[config.mk]
export PLATFORM = sky130hd
export DESIGN_NAME = prize_hit_detector
export DESIGN_NICKNAME = d
export VERILOG_FILES = /design/src/rtl/prize_hit_detector.sv
export SDC_FILE = /design/constraint.sdc
export NUM_CORES = 1
export LEC_CHECK = 0
export ABC_AREA = 1
export BUFFER_PORTS_ARGS = -buffer_cell sky130_fd_sc_hd__buf_2
export CAP_MARGIN = 10
export CORE_MARGIN = 2
export CORE_UTILIZATION = 25
export CTS_BUF_LIST = sky130_fd_sc_hd__clkbuf_2 sky130_fd_sc_hd__clkbuf_4 sky130_fd_sc_hd__clkbuf_8
export DETAILED_ROUTE_END_ITERATION = 12
export REMOVE_ABC_BUFFERS = 1
export SLEW_MARGIN = 30
export SYNTH_ARGS = -nofsm -noshare
export SYNTH_HDL_FRONTEND = slang
export SYNTH_SLANG_ARGS = --single-unit
[constraint.sdc]
create_clock -name clk -period 1.2 [get_ports clk]
set_input_delay 0.12 -clock clk [delete_from_list [all_inputs] [get_ports clk]]
set_output_delay 0.12 -clock clk [all_outputs]
set_load 0.03 [all_outputs]
[src/rtl/prize_hit_detector.sv]
// prize_hit_detector
// Watches Bumpy/prize drawing requests during a frame, latches the grid tile of
// the first overlap and, at the next frame boundary, issues one registered
// prize_collision pulse carrying that tile's row, column and type. A frame
// cooldown after each pulse keeps a single touch from clearing a tile twice.
//
// Ports:
//   clk              system clock
//   resetN           synchronous active-low reset
//   startOfFrame     one-cycle frame-start strobe
//   pixelX, pixelY   current VGA pixel coordinates (11 bits)
//   bumpyDR          Bumpy drawing request at the current pixel
//   prizeDR          prize drawing request at the current pixel
//   prize_type       map contents at the current tile (0 = FREE)
//   prize_collision  registered pulse, PULSE_CYCLES cycles long
//   hit_row/col/type tile and type of the collected prize, held between pulses
//   prize_count      collected prizes, saturating at 255
module prize_hit_detector #(
    parameter int unsigned NUM_OF_ROWS     = 7,
    parameter int unsigned NUM_OF_COLS     = 10,
    parameter int unsigned TILE_SHIFT      = 6,
    parameter int unsigned PULSE_CYCLES    = 4,
    parameter int unsigned COOLDOWN_FRAMES = 2
) (
    input  logic        clk,
    input  logic        resetN,
    input  logic        startOfFrame,
    input  logic [10:0] pixelX,
    input  logic [10:0] pixelY,
    input  logic        bumpyDR,
    input  logic        prizeDR,
    input  logic [2:0]  prize_type,
    output logic        prize_collision,
    output logic [2:0]  hit_row,
    output logic [3:0]  hit_col,
    output logic [2:0]  hit_type,
    output logic [7:0]  prize_count
);

    localparam int unsigned PIX_W   = 11;
    localparam int unsigned ROW_W   = 3;
    localparam int unsigned COL_W   = 4;
    localparam int unsigned TYPE_W  = 3;
    localparam int unsigned PCNT_W  = 4;
    localparam int unsigned CD_W    = 3;
    localparam int unsigned COUNT_W = 8;

    localparam logic [PCNT_W-1:0]  PULSE_LOAD = PCNT_W'(PULSE_CYCLES - 1);
    localparam logic [CD_W-1:0]    CD_LOAD    = CD_W'(COOLDOWN_FRAMES);
    localparam logic [COUNT_W-1:0] COUNT_MAX  = {COUNT_W{1'b1}};

    typedef enum logic [1:0] {
        ARMED    = 2'd0,
        PULSE    = 2'd1,
        COOLDOWN = 2'd2
    } state_t;

    state_t              state_q, state_d;
    logic                hit_seen_q, hit_seen_d;
    logic [ROW_W-1:0]    pend_row_q, pend_row_d;
    logic [COL_W-1:0]    pend_col_q, pend_col_d;
    logic [TYPE_W-1:0]   pend_type_q, pend_type_d;
    logic [PCNT_W-1:0]   pulse_cnt_q, pulse_cnt_d;
    logic [CD_W-1:0]     cd_cnt_q, cd_cnt_d;
    logic                prize_collision_d;
    logic [ROW_W-1:0]    hit_row_d;
    logic [COL_W-1:0]    hit_col_d;
    logic [TYPE_W-1:0]   hit_type_d;
    logic [COUNT_W-1:0]  prize_count_d;

    // Tile index of the current pixel, truncated to the grid field widths
    logic [PIX_W-1:0]    row_full_c, col_full_c;
    logic [ROW_W-1:0]    tile_row_c;
    logic [COL_W-1:0]    tile_col_c;
    logic                qualified_c;
    logic                unused_tile_bits_c;

    assign row_full_c  = pixelY >> TILE_SHIFT;
    assign col_full_c  = pixelX >> TILE_SHIFT;
    assign tile_row_c  = row_full_c[ROW_W-1:0];
    assign tile_col_c  = col_full_c[COL_W-1:0];
    assign unused_tile_bits_c = ^{row_full_c[PIX_W-1:ROW_W], col_full_c[PIX_W-1:COL_W]};

    // Overlaps on the frame-start cycle are blanking/first pixels and are dropped
    assign qualified_c = bumpyDR & prizeDR & (prize_type != '0)
                       & (32'(tile_row_c) < NUM_OF_ROWS)
                       & (32'(tile_col_c) < NUM_OF_COLS)
                       & ~startOfFrame;

    // State and datapath registers
    always_ff @(posedge clk) begin
        if (!resetN) begin
            state_q         <= ARMED;
            hit_seen_q      <= 1'b0;
            pend_row_q      <= '0;
            pend_col_q      <= '0;
            pend_type_q     <= '0;
            pulse_cnt_q     <= '0;
            cd_cnt_q        <= '0;
            prize_collision <= 1'b0;
            hit_row         <= '0;
            hit_col         <= '0;
            hit_type        <= '0;
            prize_count     <= '0;
        end else begin
            state_q         <= state_d;
            hit_seen_q      <= hit_seen_d;
            pend_row_q      <= pend_row_d;
            pend_col_q      <= pend_col_d;
            pend_type_q     <= pend_type_d;
            pulse_cnt_q     <= pulse_cnt_d;
            cd_cnt_q        <= cd_cnt_d;
            prize_collision <= prize_collision_d;
            hit_row         <= hit_row_d;
            hit_col         <= hit_col_d;
            hit_type        <= hit_type_d;
            prize_count     <= prize_count_d;
        end
    end

    // Next-state and next-output logic
    always_comb begin
        state_d           = state_q;
        hit_seen_d        = hit_seen_q;
        pend_row_d        = pend_row_q;
        pend_col_d        = pend_col_q;
        pend_type_d       = pend_type_q;
        pulse_cnt_d       = pulse_cnt_q;
        cd_cnt_d          = cd_cnt_q;
        prize_collision_d = prize_collision;
        hit_row_d         = hit_row;
        hit_col_d         = hit_col;
        hit_type_d        = hit_type;
        prize_count_d     = prize_count;

        unique case (state_q)
            ARMED: begin
                if (startOfFrame) begin
                    if (hit_seen_q) begin
                        hit_row_d         = pend_row_q;
                        hit_col_d         = pend_col_q;
                        hit_type_d        = pend_type_q;
                        prize_collision_d = 1'b1;
                        hit_seen_d        = 1'b0;
                        pulse_cnt_d       = PULSE_LOAD;
                        if (prize_count != COUNT_MAX) begin
                            prize_count_d = prize_count + COUNT_W'(1);
                        end
                        state_d           = PULSE;
                    end
                end else if (qualified_c && !hit_seen_q) begin
                    // First qualified overlap in raster order wins the frame
                    hit_seen_d  = 1'b1;
                    pend_row_d  = tile_row_c;
                    pend_col_d  = tile_col_c;
                    pend_type_d = prize_type;
                end
            end

            PULSE: begin
                if (pulse_cnt_q != '0) begin
                    pulse_cnt_d = pulse_cnt_q - PCNT_W'(1);
                end else begin
                    prize_collision_d = 1'b0;
                    if (COOLDOWN_FRAMES == 0) begin
                        state_d = ARMED;
                    end else begin
                        cd_cnt_d = CD_LOAD;
                        state_d  = COOLDOWN;
                    end
                end
            end

            COOLDOWN: begin
                if (startOfFrame) begin
                    cd_cnt_d = cd_cnt_q - CD_W'(1);
                    if (cd_cnt_q <= CD_W'(1)) begin
                        state_d = ARMED;
                    end
                end
            end

            default: begin
                state_d           = ARMED;
                hit_seen_d        = 1'b0;
                prize_collision_d = 1'b0;
            end
        endcase
    end

endmodule
==> reports/metrics.yaml, run 1 <==
cells_and_area:
  areaGrowthSynthToFinish_pct: 43.13
  design_area_um2: 2778
  drive_gt1_share_pct: 34.44
  antenna_cells: 0
  final_nets: 395
sta:
  hold_slack_ns: 0.1453
  period_needed_ns: 1.275
  finClkSkew_ns: 0.006196
  setup_viol: 36
  fin_crit_sh_pct: 106.2
  finalSetupTns_ns: -1.413
  fin_ws_ns: -0.07486
  fmax_ghz: 0.7844
  rsz0062_at_grt: "yes"
  slew_headroom_pct: 74.50
  slew_viol_final: 0
  hold_viol: 0
  tightest_slew_ns: 0.3811
placement:
  place_area_um2: 2435
  gp_congestion: 0.7687
  hpwlAfterDp_um: 3325
  io_buffers: 33
detailed_routing:
  via_per_inst: 4.216
  wl_um: 4700
  dr.pass1.iters: 4
  wire_per_inst_um: 10.17
  via_count: 1948
  ant_nets: 0
  drc_errors: 0
  drt_first_iter_violations: 73
floorplan:
  core-area_um2: 7607
  die_w_um: 92.11
  die_y_um: 92.11
  rows: 32
  die-area_um2: 8483
  initial_core_util_pct: 25.51
  io_pins: 49
grt:
  grt_pass1_vias: 1763
  gr-total-overflow: 0
  grt_pass1_wl_um: 7948
  antenna_found_initial: 0
  grt_max_degree: 21
  gr-usage-all-layers_pct: 11.64
pwr:
  comb_power_share_pct: 27.7
  p_leak_nw: 1.305
  seqPwrFrac_pct: 40.4
  clkPwrFrac_pct: 31.9
  power_switching_mw: 1.061
  swShare_pct: 30.36
  finalPower_mw: 3.495
  intPower_mw: 2.434
  max-vdd-ir-drop_uv: 487.3
  pwr_density_cell_nw_per_um2: 1258
cts:
  worst_skew_pair.late_latency_ns: 0.30
  hold_buffers: 0
  clock_sinks: 39
  cts_buffers: 5
  clock-root-buffer: "clkbuf_8"
  clk_pin_slew_ns: 0.08
  tritoncts: "yes"
  cts_max_level: 2
  clock_path_buffers: 2
critical_path:
  start_kind: "flop"
  cp_data_required_time_ns: 1.42
  crit_type: "flop to flop"
  cp.arrival_ns: 1.49
  cp-end-kind: "flop"
  crit_fanout: 9
  r2r_slack_ns: -0.07
outcome:
  violations: "negative setup slack"
  status: "finished, violations left"
synthesis:
  ys_types: 19
  avgSynthCellArea_um2: 6.646
  yosysWarnings: 0
  syn_area_um2: 1941
  ys_ff_latch: 39
  synth-seq-area-share_pct: 40.23
  syn_inst: 292
worst_hold_path:
  hp-class: "input port to flop"
job:
  timing.max_cap.violations: 0
-- cells in the mapped netlist (all sizes together) --
cell type,number,area share [%]
nor3,1,0.26
clkbuf,2,0.39
nor2,33,6.8
nand2,72,14
o21ai,19,4.9
buf,6,1.5
a21oi,24,6.2
ha,6,3.9
xor2,3,1.4
dfxtp,39,40
nand3,17,4.9
nand3b,2,0.77
nand4,11,3.5
inv,57,11
-- flip-flops by register name, summed over array words and instances (netlist names), 4 cells and up --
name and count:
hit_col 4, pend_col_q 4, prize_count 8, pulse_cnt_q 4
-- worst max-delay path: stages, from the launching register on --
cell and delay (ns):
dfxtp_2 0.34, inv_4 0.08, ha_4 0.15, inv_2 0.05, nor2_4 0.19, buf_6 0.17, nand3_1 0.08, a21oi_1 0.14
-- timing repair --
| item | 4_1_cts | 5_1_grt |
|---|---|---|
| setup buffers | 2 | 1 |
| gates resized for setup | 57 | 19 |
| gates cloned | 1 | 1 |
| pin swaps | 10 | 4 |
| setup endpoints to repair | 38 | 38 |
-- path summary, 6_finish.rpt --
path / start / end / cells past startpoint
worst max-delay path: state_q[1] / state_q[0] / 7
worst min-delay path: pixelX[6] / pend_col_q[0] / 5
worst max register to register: state_q[1] / state_q[0] / 7
worst min register to register: pend_row_q[1] / hit_row[1] / 2
-- cells by family (layout without fill, tap and decap cells) --
group / count (synthesis) / after routing / share of synthesized area (%)
AOI/OAI and AO/OA: 43 / 43 / 11.09
xor gates and xnor gates: 3 / 3 / 1.354
adders and majority gates: 6 / 6 / 3.868
buffers and inverters: 65 / 132 / 12.89
DFF: 39 / 39 / 40.23
and+or+nand+nor: 136 / 137 / 30.56
-- cells in the final DEF (no fill, tap or decap), types with 6 or more instances in the layout --
master   count
buf_2       33
inv_1       46
nand4_1     11
dfxtp_2      7
nor2_1      29
inv_2        9
o21ai_1     14
dfxtp_1     32
nand3_1     13
nand2_1     61
buf_4       27
a21oi_1     21
buf_6        6
nand2_2      7
-- final cells by class --
type / count / area, um2
tap: 102 / 127.6
inverter: 57 / 219.0
fill: 808 / 4830
multi-input combinational: 189 / 1074
timing repair buffer: 67 / 455.4
clock inverter: 3 / 43.79
sequential: 39 / 789.5
clock buffer: 5 / 68.82
-- layer usage --
layer,GRT usage [%],vias to the layer above,routed length [um]
li1,-,1049,-
met1,14.10,861,2175
met2,20.16,30,2277
met3,2.712,8,181
met4,4.104,0,65
met5,0,-,0
-- power groups by stage --
stage | combinational, mW | sequential, mW | clock, mW
floorplan | 0.408 | 1.45 | 0
global placement | 0.736 | 1.42 | 0
detailed placement | 0.761 | 1.43 | 0
CTS | 0.916 | 1.41 | 1.14
global route | 1.09 | 1.42 | 1.19
finish | 0.967 | 1.41 | 1.12
-- per-stage QoR --
stage          std cells  util (%)  worst slack (ns)
2_1_floorplan        284         -           -0.4008
3_3_place_gp         449     32.01           -0.1533
3_5_place_dp         449     32.01           -0.2218
4_1_cts              460     35.94          -0.07451
5_1_grt              462     36.51           -0.1833
6_report             462     36.51          -0.07486
Power figures use the tool's default switching activity.
==> run 2: changes to the inputs <==
--- a/config.mk
+++ b/config.mk
@@ -5,12 +5,12 @@
 export SDC_FILE = /design/constraint.sdc
 export NUM_CORES = 1
 export LEC_CHECK = 0
-export ABC_AREA = 1
 export BUFFER_PORTS_ARGS = -buffer_cell sky130_fd_sc_hd__buf_2
 export CAP_MARGIN = 10
+export CORE_ASPECT_RATIO = 1.1
 export CORE_MARGIN = 2
 export CORE_UTILIZATION = 25
-export CTS_BUF_LIST = sky130_fd_sc_hd__clkbuf_2 sky130_fd_sc_hd__clkbuf_4 sky130_fd_sc_hd__clkbuf_8
+export CTS_BUF_LIST = sky130_fd_sc_hd__clkbuf_8
 export DETAILED_ROUTE_END_ITERATION = 12
 export REMOVE_ABC_BUFFERS = 1
 export SLEW_MARGIN = 30
==> reports/metrics.yaml, run 2 <==
critical_path:
  path_cells: "inv_2 -> ha_4 -> or3b_4 -> a221oi_4 -> xnor2_1 -> nor2_1"
  r2r_start: "pulse_cnt_q[1]"
  slowest_delay_ns: 0.40
  crit_slowest_cell: "or3b_4"
  timing.rr.end: "cd_cnt_q[2]"
  cp_data_required_time_ns: 1.39
  start_kind: "flop"
  cp.arrival_ns: 1.70
  crit_type: "flop to flop"
  crit_family: "simple AND/OR/NAND/NOR gates"
  cp-end-kind: "flop"
  r2r_slack_ns: -0.31
  worstRegToRegCells: 6
  crit_fanout: 3
  worst-path-buf-inv: 1
  crit_cells: 6
grt:
  gr-usage-all-layers_pct: 13.24
  grt_max_degree: 28
  grt_pass1_vias: 1858
  antenna_found_initial: 0
  grt_pass1_wl_um: 8652
  gr-total-overflow: 0
synthesis:
  ys_types: 43
  avgSynthCellArea_um2: 8.608
  yosys-top-cells-count: "nand2_1, dfxtp_1, a21oi_1, mux2i_1, nor2_1"
  async_reset_ff_share_pct: 0
  synth_ff_type: "dfxtp_1"
  synth_top_area_cell: "dfxtp_1"
  syn_inst: 217
  synth-seq-area-share_pct: 41.80
  ys_ff_latch: 39
  yosysWarnings: 0
  synth.top_cell.area_share_pct: 41.80
  synth_edf_count: 0
  syn_area_um2: 1868
  synth_most_common_cell: "nand2_1"
  synth_top_cells_by_area: "dfxtp_1, nand2_1, mux2i_1, ha_1, a21oi_1"
placement:
  io_buffers: 33
  gp_congestion: 0.8137
  hpwlAfterDp_um: 3590
floorplan:
  initial_core_util_pct: 25.42
  core-area_um2: 7350
  die_w_um: 86.42
  io_pins: 49
  die-area_um2: 8181
  die_y_um: 94.66
  rows: 33
sta:
  slew_viol_final: 0
  fmax_ghz: 0.6623
  period_needed_ns: 1.510
  setup_viol: 39
  hold_slack_ns: 0.06553
  hold_viol: 0
  tightest_slew_ns: 0.3740
  rsz0062_at_grt: "yes"
  fin_crit_sh_pct: 125.8
  finClkSkew_ns: 0.006828
  slew_headroom_pct: 75.04
  fin_ws_ns: -0.3100
cells_and_area:
  areaGrowthSynthToFinish_pct: 66.24
  multi_input_area_um2: 1335
  most-common-layout-cells: "buf_4, nand2_1, dfxtp_1, buf_2, mux2i_1"
  top_register: "prize_count"
  regArea_um2: 788.3
  drive_gt1_share_pct: 54.55
  largest_reg_flops: 8
  final_nets: 343
  fin_util_pct: 42.25
  final_common_cell: "buf_4"
  fill_cells: 683
  antenna_cells: 0
detailed_routing:
  wire_per_inst_um: 13.75
  drt_first_iter_violations: 53
  dr.pass1.iters: 4
  wl_um: 5432
  ant_nets: 0
  via_count: 1891
  drc_errors: 0
  via_per_inst: 4.787
worst_hold_path:
  hold_start: "pixelX[6]"
  worstHoldPathCells: 3
  hold_path_end: "pend_col_q[0]"
  hp-class: "input port to flop"
cts:
  clk_pin_slew_ns: 0.08
  cts_buffers: 5
  clock_path_buffers: 2
  tritoncts: "yes"
  cts_max_level: 2
  clock-root-buffer: "clkbuf_8"
  clock_sinks: 39
  worst_skew_pair.late_latency_ns: 0.30
outcome:
  status: "finished, violations left"
  violations: "negative setup slack"
job:
  timing.max_cap.violations: 0
pwr:
  max-vdd-ir-drop_uv: 786.4
  pwr_density_cell_nw_per_um2: 1618
  p_leak_nw: 1.362
==> run 2: tightest hold or removal path, stage by stage <==
cell	delay [ns]
buf_2	0.10
nand2_1	0.04
mux2i_1	0.06
==> run 2: through the flow <==
stage | setup slack, ns | std cells | total power [mW] | area (um2) | TNS, ns
after floorplan | -1.356 | 206 | 2.404 | 1818 | -21.62
after global placement | -0.3056 | 374 | 2.940 | 2484 | -8.273
after detailed placement | -0.3307 | 374 | 2.971 | 2484 | -9.030
after CTS | -0.2956 | 391 | 4.544 | 2877 | -6.439
after global routing | -0.3917 | 395 | 5.298 | 3105 | -10.07
final | -0.3100 | 395 | 5.025 | 3105 | -7.096
==> run 2: kinds of logic (layout without fill, tap and decap cells) <==
| logic type | Yosys count | count (layout) | synth area share [%] |
|---|---|---|---|
| xor+xnor | 6 | 6 | 2.813 |
| flops | 39 | 39 | 41.80 |
| simple gates | 90 | 90 | 22.84 |
| buf+inv | 22 | 113 | 4.889 |
| fa+ha+maj | 6 | 6 | 4.019 |
| compound gates | 40 | 40 | 16.14 |
| mux | 14 | 14 | 7.501 |
==> run 2: final cells by class <==
| type | instances | area share, % |
|---|---|---|
| well taps | 87 | 3.505 |
| clock inverters | 2 | 1.128 |
| flip-flops and latches | 39 | 25.38 |
| clock buffers | 6 | 2.659 |
| inverters | 11 | 1.410 |
| repair buffers | 94 | 22.93 |
| multi-input cells | 156 | 42.99 |
==> run 2: worst max path at each step <==
stage / start / endpoint / slack, ns
after global routing: pulse_cnt_q[1] / state_q[0] / -0.39
final: pulse_cnt_q[1] / cd_cnt_q[2] / -0.31
after global placement: pulse_cnt_q[0] / state_q[0] / -0.31
after detailed placement: pulse_cnt_q[0] / cd_cnt_q[2] / -0.33
after CTS: pulse_cnt_q[1] / cd_cnt_q[2] / -0.30
after floorplan: state_q[0] / pend_col_q[0] / -1.36
==> run 2: layer usage <==
layer | GRT usage [%] | vias to the layer above | share of wire (%)
met4 | 5.859 | 0 | 2.5
met2 | 21.92 | 38 | 50
met1 | 16.60 | 908 | 44
met5 | 0 | - | 0
li1 | - | 928 | -
met3 | 2.622 | 17 | 3.9
==> run 2: power breakdown <==
part / leakage [nW] / internal (mW) / total, mW / switching [mW]
Combinational: 0.984 / 1.29 / 2.33 / 1.04
Clock: 0.0612 / 0.673 / 1.15 / 0.481
Sequential: 0.318 / 1.41 / 1.54 / 0.127
==> run 2: repair_timing <==
item                       in CTS  in global routing
setup buffers                   8                  6
cloned                          2                  0
pin swaps                      30                 29
hold endpoints to repair        0                  0
hold buffers                    0                  0
gates resized for setup        62                 43
setup endpoints to repair      38                 39
==> run 3: changes to the inputs <==
--- a/config.mk
+++ b/config.mk
@@ -5,14 +5,19 @@
 export SDC_FILE = /design/constraint.sdc
 export NUM_CORES = 1
 export LEC_CHECK = 0
+export ABC_AREA = 1
 export BUFFER_PORTS_ARGS = -buffer_cell sky130_fd_sc_hd__buf_2
 export CAP_MARGIN = 10
+export CELL_PAD_IN_SITES_DETAIL_PLACEMENT = 1
+export CELL_PAD_IN_SITES_GLOBAL_PLACEMENT = 1
 export CORE_ASPECT_RATIO = 1.1
 export CORE_MARGIN = 2
 export CORE_UTILIZATION = 25
 export CTS_BUF_LIST = sky130_fd_sc_hd__clkbuf_8
 export DETAILED_ROUTE_END_ITERATION = 12
+export PLACE_DENSITY_LB_ADDON = 0.1
 export REMOVE_ABC_BUFFERS = 1
+export SETUP_SLACK_MARGIN = 0.3
 export SLEW_MARGIN = 30
 export SYNTH_ARGS = -nofsm -noshare
 export SYNTH_HDL_FRONTEND = slang
==> reports/metrics.yaml, run 3 (synthesis results as in run 1) <==
critical_path:
  r2r_start: "state_q[0]"
  timing.rr.end: "hit_type[2]"
  cp_data_required_time_ns: 1.38
  cp.arrival_ns: 1.52
  r2r_slack_ns: -0.14
  worstRegToRegCells: 8
  crit_type: "flop to flop"
  start_kind: "flop"
  crit_fanout: 6
  cp-end-kind: "flop"
detailed_routing:
  wl_um: 5978
  via_count: 2129
  drc_errors: 0
  dr.pass1.iters: 4
  via_per_inst: 4.327
  wire_per_inst_um: 12.15
  drt_first_iter_violations: 41
  ant_nets: 0
cells_and_area:
  top_register: "prize_count"
  final_nets: 422
  fill_cells: 922
  fin_util_pct: 44.82
  final_common_cell: "nand2_1"
  areaGrowthSynthToFinish_pct: 72.60
  antenna_cells: 0
  drive_gt1_share_pct: 52.97
  layout.cells.non_filler: 492
  most-common-layout-cells: "nand2_1, buf_4, inv_1"
  largest_reg_flops: 8
placement:
  place_inst: 462
  gp_congestion: 0.7747
  io_buffers: 33
  hpwlAfterDp_um: 4034
cts:
  clock_path_buffers: 2
  hold_buffers: 0
  cts_max_level: 2
  worst_skew_pair.late_latency_ns: 0.30
  tritoncts: "yes"
  clock-root-buffer: "clkbuf_8"
  cts_buffers: 5
  clk_pin_slew_ns: 0.09
  clock_sinks: 39
floorplan:
  io_pins: 49
  die_y_um: 96.41
  core-area_um2: 7473
  die_w_um: 88.01
  initial_core_util_pct: 25.97
  die-area_um2: 8484
  rows: 33
sta:
  fin_ws_ns: -0.1393
  fin_crit_sh_pct: 111.6
  fmax_ghz: 0.7466
  slew_headroom_pct: 79.20
  slew_viol_final: 0
  setup_viol: 37
  period_needed_ns: 1.339
  tightest_slew_ns: 0.3116
  hold_viol: 0
  finClkSkew_ns: 0.009746
  rsz0062_at_grt: "yes"
worst_hold_path:
  worstHoldPathCells: 5
  hp-class: "input port to flop"
  hold_start: "pixelY[8]"
  hold_path_end: "pend_row_q[2]"
grt:
  gr-usage-all-layers_pct: 14.44
  grt_pass1_wl_um: 9660
  grt_max_degree: 21
  grt_pass1_vias: 2127
  gr-total-overflow: 0
  antenna_found_initial: 0
pwr:
  p_leak_nw: 1.511
  pwr_density_cell_nw_per_um2: 1040
  max-vdd-ir-drop_uv: 405.4
job:
  timing.max_cap.violations: 0
outcome:
  status: "finished, violations left"
  violations: "negative setup slack"
==> run 3: cell count changes in the layout (fill, tap and decap cells not counted), moves of 9 or more <==
cell	before	now
nor2_1	11	26
nand2_2	3	12
a21oi_1	2	15
buf_2	33	14
inv_1	6	42
mux2i_1	14	0
buf_6	13	34
dfxtp_2	6	22
dfxtp_1	33	15
inv_2	4	14
o21ai_1	0	9
nand2_1	37	49
==> run 3: critical path: stages (launching register included) <==
cell and delay [ns]:
dfxtp_2 0.34, inv_2 0.07, ha_4 0.17, inv_4 0.04, nor2_4 0.17, buf_6 0.13
buf_8 0.12, buf_4 0.11, a21oi_1 0.06
==> run 3: worst max path at each step <==
stage | from | endpoint | cells past startpoint
after floorplan | state_q[0] | pend_col_q[0] | 8
after global placement | state_q[0] | cd_cnt_q[2] | 9
after detailed placement | state_q[0] | cd_cnt_q[2] | 9
after CTS | state_q[1] | pend_type_q[0] | 9
after global routing | state_q[0] | hit_type[0] | 8
final | state_q[0] | hit_type[2] | 8
==> run 3: repair_timing <==
| action | 4_1_cts | 5_1_grt |
|---|---|---|
| cloned | 1 | 1 |
| setup endpoints to repair | 58 | 58 |
| pin swaps | 24 | 24 |
| setup buffers | 7 | 13 |
| resized for setup | 137 | 62 |
==> run 3: metrics by stage <==
stage	hold WS [ns]	total power, mW	TNS (ns)	worst slack (ns)	cell area (um2)
2_1_floorplan	0.2176	1.862	-7.022	-0.4008	1904
3_3_place_gp	0.4457	2.215	-4.355	-0.1985	2526
3_5_place_dp	0.4533	2.230	-5.651	-0.2225	2526
4_1_cts	0.1789	3.439	-1.731	-0.07871	3042
5_1_grt	0.2217	3.686	-6.140	-0.2190	3349
6_report	0.1724	3.484	-2.933	-0.1393	3349
==> run 3: final cells by class <==
cell class / instances / area (um2) / share of cell area (%)
timing repair buffer: 95 / 855.8 / 25.55
tap: 105 / 131.4 / 3.922
clock buffer: 5 / 68.82 / 2.055
multi-input combinational: 188 / 1239 / 36.98
clock inverter: 3 / 12.51 / 0.3736
inverter: 57 / 226.5 / 6.761
sequential: 39 / 815.8 / 24.36
==> run 3: power breakdown <==
group | switching [mW] | internal [mW] | total, mW | leakage, nW
Sequential | 0.0479 | 1.37 | 1.42 | 0.328
Combinational | 0.593 | 0.560 | 1.15 | 1.13
Clock | 0.521 | 0.393 | 0.914 | 0.0505
Total | 1.16 | 2.32 | 3.48 | 1.51
==> run 3: per-layer routing <==
metal / GRT usage, % / share of wire (%) / up-vias
met3: 2.549 / 3.0 / 9
met2: 26.33 / 51 / 34
met5: 0 / 0 / -
met4: 4.231 / 1.3 / 0
met1: 17.21 / 44 / 994
li1: - / - / 1092
